## src/rtl/rf_scoreboard.sv

```systemverilog
// rf_scoreboard: per-register pending-write tracking with an alternating-priority single writeback port.
// Optional hazard-stall counter is built only when RF_SCOREBOARD_STALL_CNT_EN is defined.
module rf_scoreboard #(
    parameter int RFW = 5,
    parameter int DW  = 32
) (
    input  logic           clk,
    input  logic           rst,
    input  logic           issue_valid,
    input  logic [RFW-1:0] issue_rs1,
    input  logic [RFW-1:0] issue_rs2,
    input  logic [RFW-1:0] issue_rd,
    input  logic           issue_wen,
    output logic           issue_ready,
    input  logic           alu_wb_valid,
    input  logic [RFW-1:0] alu_wb_reg,
    input  logic [DW-1:0]  alu_wb_data,
    output logic           alu_wb_ready,
    input  logic           mem_wb_valid,
    input  logic [RFW-1:0] mem_wb_reg,
    input  logic [DW-1:0]  mem_wb_data,
    output logic           mem_wb_ready,
    output logic           rf_we,
    output logic [RFW-1:0] rf_wreg,
    output logic [DW-1:0]  rf_wdata,
    output logic [15:0]    stall_cnt
);
    // state   | meaning
    // PRI_MEM | mem side wins a contested writeback
    // PRI_ALU | alu side wins a contested writeback
    typedef enum logic {PRI_MEM = 1'b0, PRI_ALU = 1'b1} pri_t;

    localparam int NREG = 2**RFW;
    localparam logic [NREG-1:0] KEEP_MASK = {{(NREG-1){1'b1}}, 1'b0};

    pri_t            state;
    logic [NREG-1:0] busy;
    logic [NREG-1:0] set_mask;
    logic [NREG-1:0] clr_mask;
    logic            alu_grant;
    logic            mem_grant;
    logic            issue_fire;

    assign issue_ready = !busy[issue_rs1] && !busy[issue_rs2] && !(issue_wen && busy[issue_rd]);
    assign issue_fire  = issue_valid && issue_ready && issue_wen && (issue_rd != '0);

    // No grant is handed out while in reset: the write would be discarded anyway.
    assign mem_grant    = !rst && mem_wb_valid && (!alu_wb_valid || state == PRI_MEM);
    assign alu_grant    = !rst && alu_wb_valid && (!mem_wb_valid || state == PRI_ALU);
    assign mem_wb_ready = mem_grant;
    assign alu_wb_ready = alu_grant;

    always_comb begin
        set_mask = '0;
        clr_mask = '0;
        if (issue_fire) set_mask[issue_rd] = 1'b1;
        if (rf_we)      clr_mask[rf_wreg]  = 1'b1;
    end

    always_ff @(posedge clk) begin
        if (rst) begin
            state    <= PRI_MEM;
            busy     <= '0;
            rf_we    <= 1'b0;
            rf_wreg  <= '0;
            rf_wdata <= '0;
        end else begin
            // Set is applied after clear so a same-edge reissue keeps the register busy.
            busy  <= ((busy & ~clr_mask) | set_mask) & KEEP_MASK;
            rf_we <= 1'b0;
            if (mem_grant) begin
                rf_we    <= (mem_wb_reg != '0);
                rf_wreg  <= mem_wb_reg;
                rf_wdata <= mem_wb_data;
            end else if (alu_grant) begin
                rf_we    <= (alu_wb_reg != '0);
                rf_wreg  <= alu_wb_reg;
                rf_wdata <= alu_wb_data;
            end
            if (mem_grant && alu_wb_valid) begin
                state <= PRI_ALU;
            end else if (alu_grant && mem_wb_valid) begin
                state <= PRI_MEM;
            end
        end
    end

`ifdef RF_SCOREBOARD_STALL_CNT_EN
    always_ff @(posedge clk) begin
        if (rst) begin
            stall_cnt <= '0;
        end else if (issue_valid && !issue_ready && stall_cnt != 16'hFFFF) begin
            stall_cnt <= stall_cnt + 16'd1;
        end
    end
`else
    assign stall_cnt = 16'h0000;
`endif

endmodule
```

## config.mk

```make
export PLATFORM = sky130hd
export DESIGN_NAME = rf_scoreboard
export DESIGN_NICKNAME = d
export VERILOG_FILES = /design/src/rtl/rf_scoreboard.sv
export SDC_FILE = /design/constraint.sdc
export NUM_CORES = 1
export LEC_CHECK = 0
export ABC_CLOCK_PERIOD_IN_PS = 6400
export BUFFER_PORTS_ARGS = -buffer_cell sky130_fd_sc_hd__buf_2
export CAP_MARGIN = 20
export CORE_ASPECT_RATIO = 1.2
export CORE_MARGIN = 10
export CORE_UTILIZATION = 54
export DETAILED_ROUTE_END_ITERATION = 8
export PLACE_DENSITY = 0.87
export SYNTH_ARGS = -nofsm -noshare
export SYNTH_HDL_FRONTEND = slang
export SYNTH_SLANG_ARGS = --single-unit
export TNS_END_PERCENT = 1
```

## constraint.sdc

```tcl
create_clock -name clk -period 6.4 [get_ports clk]
set_input_delay 1.28 -clock clk [delete_from_list [all_inputs] [get_ports clk]]
set_output_delay 1.28 -clock clk [all_outputs]
set_load 0.01 [all_outputs]
```

==> run_results.csv <==
group,metric,value,unit
worst_setup_path,critPathLaunchType,"primary input",
min_path,hold_depth,2,
global_route,grt_max_degree,75,
clock_network,cts_setup_buffers,0,
detailed_routing,ant_nets,0,
detailed_routing,postRouteWirelength,13000,um
worst_setup_path,regToRegSetupSlack,3.20,ns
detailed_routing,viasPerCell,6.15,
clock_network,insertion_delay,0.35,ns
cells_and_area,final_layout_size_suffix_gt1_share,32.8,%
clock_network,cts.clk_slew.worst_paths,0.07,ns
synthesis,muxShareOfSynthArea,22.3,%
cells_and_area,design_area,4900,um2
run_status,status,"completed",
synthesis,synth_cells,432,
synthesis,yosysMostFrequentCell,"dfxtp_1",
timing,skew,0.00894,ns
timing,timing.final.crit_share,73.7,%
timing,tns,0,ns
timing,period_minus_slack,4.72,ns
die,start_util,55.7,%
die,die_w,99.3,um
worst_setup_path,timing.rr.end,"busy[29]$_SDFF_PP0_",
timing,hold_viol_final,0,
placed_design,dp_hpwl,10200,um
synthesis,synth_compound_area_share,20.3,%
global_route,grt_overflow_total,0,
clock_network,cts_resized,0,
power,vdd_ir_drop_max,0.000157,V
global_route,antenna_found_initial,0,
detailed_routing,drt_iter0_markers,325,
clock_network,clockBufferDepth,2,
clock_network,hold_buffers,0,
placed_design,placed_area,4660,um2
timing,worst_slew_pin_slew,0.862,ns
worst_setup_path,ff2ff_path_depth,6,
clock_network,cts_root_buf,"clkbuf_8",
power,fin_total_pwr,1.07,mW
power,power.density,218,nW/um2
timing,setup_viol,0,
timing,rsz0062_at_grt,"no",
cells_and_area,seq_area,1400,um2
synthesis,yosys-top-cells-count,"dfxtp_1 (70), mux2i_1 (53), nor2_1 (49), a211oi_1 (38), clkbuf_1 (30)",
clock_network,numCtsBuffers,9,
timing,fmax,212,MHz
clock_network,cts_tree,"yes",
synthesis,yosysUniqueCellTypes,49,
worst_setup_path,reg2reg_from,"busy[27]$_SDFF_PP0_",
die,boundaryPins,152,
die,rows,34,
synthesis,synth_seq_cells,70,
synthesis,yosysSeqAreaShare,34.4,%
clock_network,cts.sinks,70,
synthesis,synth_top_family_by_area,"multiplexers",
clock_network,cts_htree_levels,3,
worst_setup_path,worst_ep_required_time,5.12,ns
detailed_routing,wl_per_cell,20.4,um
synthesis,synthXorXnorAreaFrac,0.215,%
placed_design,globalplace.congestion,0.939,
worst_setup_path,cp.arrival,3.44,ns
min_path,holdPathEnd,"rf_wdata[15]$_SDFFE_PP0P_",
timing,slew_violations,0,
cells_and_area,area_growth,20.2,%
min_path,hold_path.class,"register to register",
synthesis,synth_area,4070,um2
placed_design,pre_cts_ws,1.68,ns
synthesis,yosys.area_share.simple,15.0,%
job,drv_cap,0,
cells_and_area,multi_input_area,2440,um2
timing,maxSlewHeadroom,42.5,%
global_route,grt_pass1_wl,20800,um
synthesis,avgSynthCellArea,9.43,um2
synthesis,post-synth-top-area-cell,"dfxtp_1",
synthesis,async_flop_share,0,%
detailed_routing,drc_errors,0,
cells_and_area,antennaDiodeCount,0,
die,core,7320,um2
min_path,min_from,"rf_wdata[15]$_SDFFE_PP0P_",
synthesis,yosys_warnings,0,
detailed_routing,first_pass_iters,4,
worst_setup_path,end_kind,"primary output",
timing,fin_ws,1.68,ns
global_route,grt_pass1_vias,4108,
placed_design,numPortBuffers,135,
power,power.leakage,2.05,nW
synthesis,synth_top_area_share,34.4,%
synthesis,synthAdderAreaFrac,0,%
synthesis,synth_ff_type,"dfxtp_1",
global_route,grt_use_total,22.1,%
cells_and_area,num-fill-cells,605,
die,die_area,11400,um2
detailed_routing,vias,3912,
cells_and_area,fin_nets,636,
synthesis,synth_edf_count,0,
die,die_h,115,um
timing,worst_hold_slack,0.500,ns
worst_setup_path,worstSetupPathType,"primary input to primary output",
worst_setup_path,path_max_fanout,8,
synthesis,synth_area_leaders,"dfxtp_1 (34%), mux2i_1 (13%), a211oi_1 (7.0%)",
[critical path, stage by stage]
cell,delay [ns]
buf_2,0.20
mux4_1,0.58
mux4_2,0.47
or2_0,0.24
a211oi_2,0.29
a21boi_0,0.21
buf_2,0.16
[logic make-up (layout without fill, tap and decap cells)]
group                     Yosys count  after routing
AOI/OAI and AO/OA                 108            108
other                               1             16
and+or+nand+nor                   123            123
muxes                              70             70
DFF                                70             70
buffers and inverters              59            158
xor gates and xnor gates            1              1
[layout make-up]
| type | instances | share of cell area, % |
|---|---|---|
| Multi-Input combinational cell | 318 | 49.8 |
| Sequential cell | 70 | 28.6 |
| Timing Repair Buffer | 138 | 14.3 |
| Clock buffer | 11 | 3.09 |
| Tap cell | 90 | 2.30 |
| Clock inverter | 5 | 1.66 |
| Inverter | 4 | 0.307 |
[worst max-delay path by stage]
stage | from | endpoint | slack (ns)
global route | issue_rs2[2] | issue_ready | 1.60
detailed placement | issue_rs2[2] | issue_ready | 1.68
finish | issue_rs2[2] | issue_ready | 1.68
global placement | issue_rs2[2] | issue_ready | 1.73
floorplan | issue_rs2[2] | issue_ready | 1.95
CTS | issue_rs2[2] | issue_ready | 1.67
[flip-flops by register name (all words and copies together) (netlist names)]
register and flops:
busy 31, rf_we 1, state 1, rf_wreg 5
rf_wdata 32
[cell usage in the layout, fill, tap and decap left out, types with 4 or more instances in the layout]
master and count:
nor2_1 48, a211oi_1 37, nand3_1 19, dfxtp_1 70, nor3b_1 5, o21ai_0 4
o31ai_1 28, clkbuf_8 11, nand3b_1 8, nand2_1 21, mux4_2 10, or3b_2 4
o31ai_2 4, o22ai_1 6, o211ai_1 16, conb_1 16, mux4_1 5, buf_2 135
mux2i_1 53
[report_power, final]
| part | switching [mW] | leakage [nW] | internal [mW] |
|---|---|---|---|
| registers | 0.0165 | 0.573 | 0.456 |
| logic | 0.109 | 1.36 | 0.0776 |
| clock network | 0.168 | 0.116 | 0.241 |
| total | 0.293 | 2.05 | 0.774 |
[through the flow]
step / cells / util, %
after floorplan: 447 / -
after global placement: 620 / 63.7
after detailed placement: 620 / 63.7
after CTS: 636 / 66.9
after global routing: 636 / 66.9
final: 636 / 66.9
[metal layers]
layer / up-vias / wire length [um] / global-route usage [%]
li1: 1839 / - / -
met3: 35 / 1460 / 8.40
met2: 221 / 6270 / 37.4
met5: - / 0 / 0
met4: 0 / 441 / 9.47
met1: 1817 / 4790 / 24.4
Power figures use the tool's default switching activity.
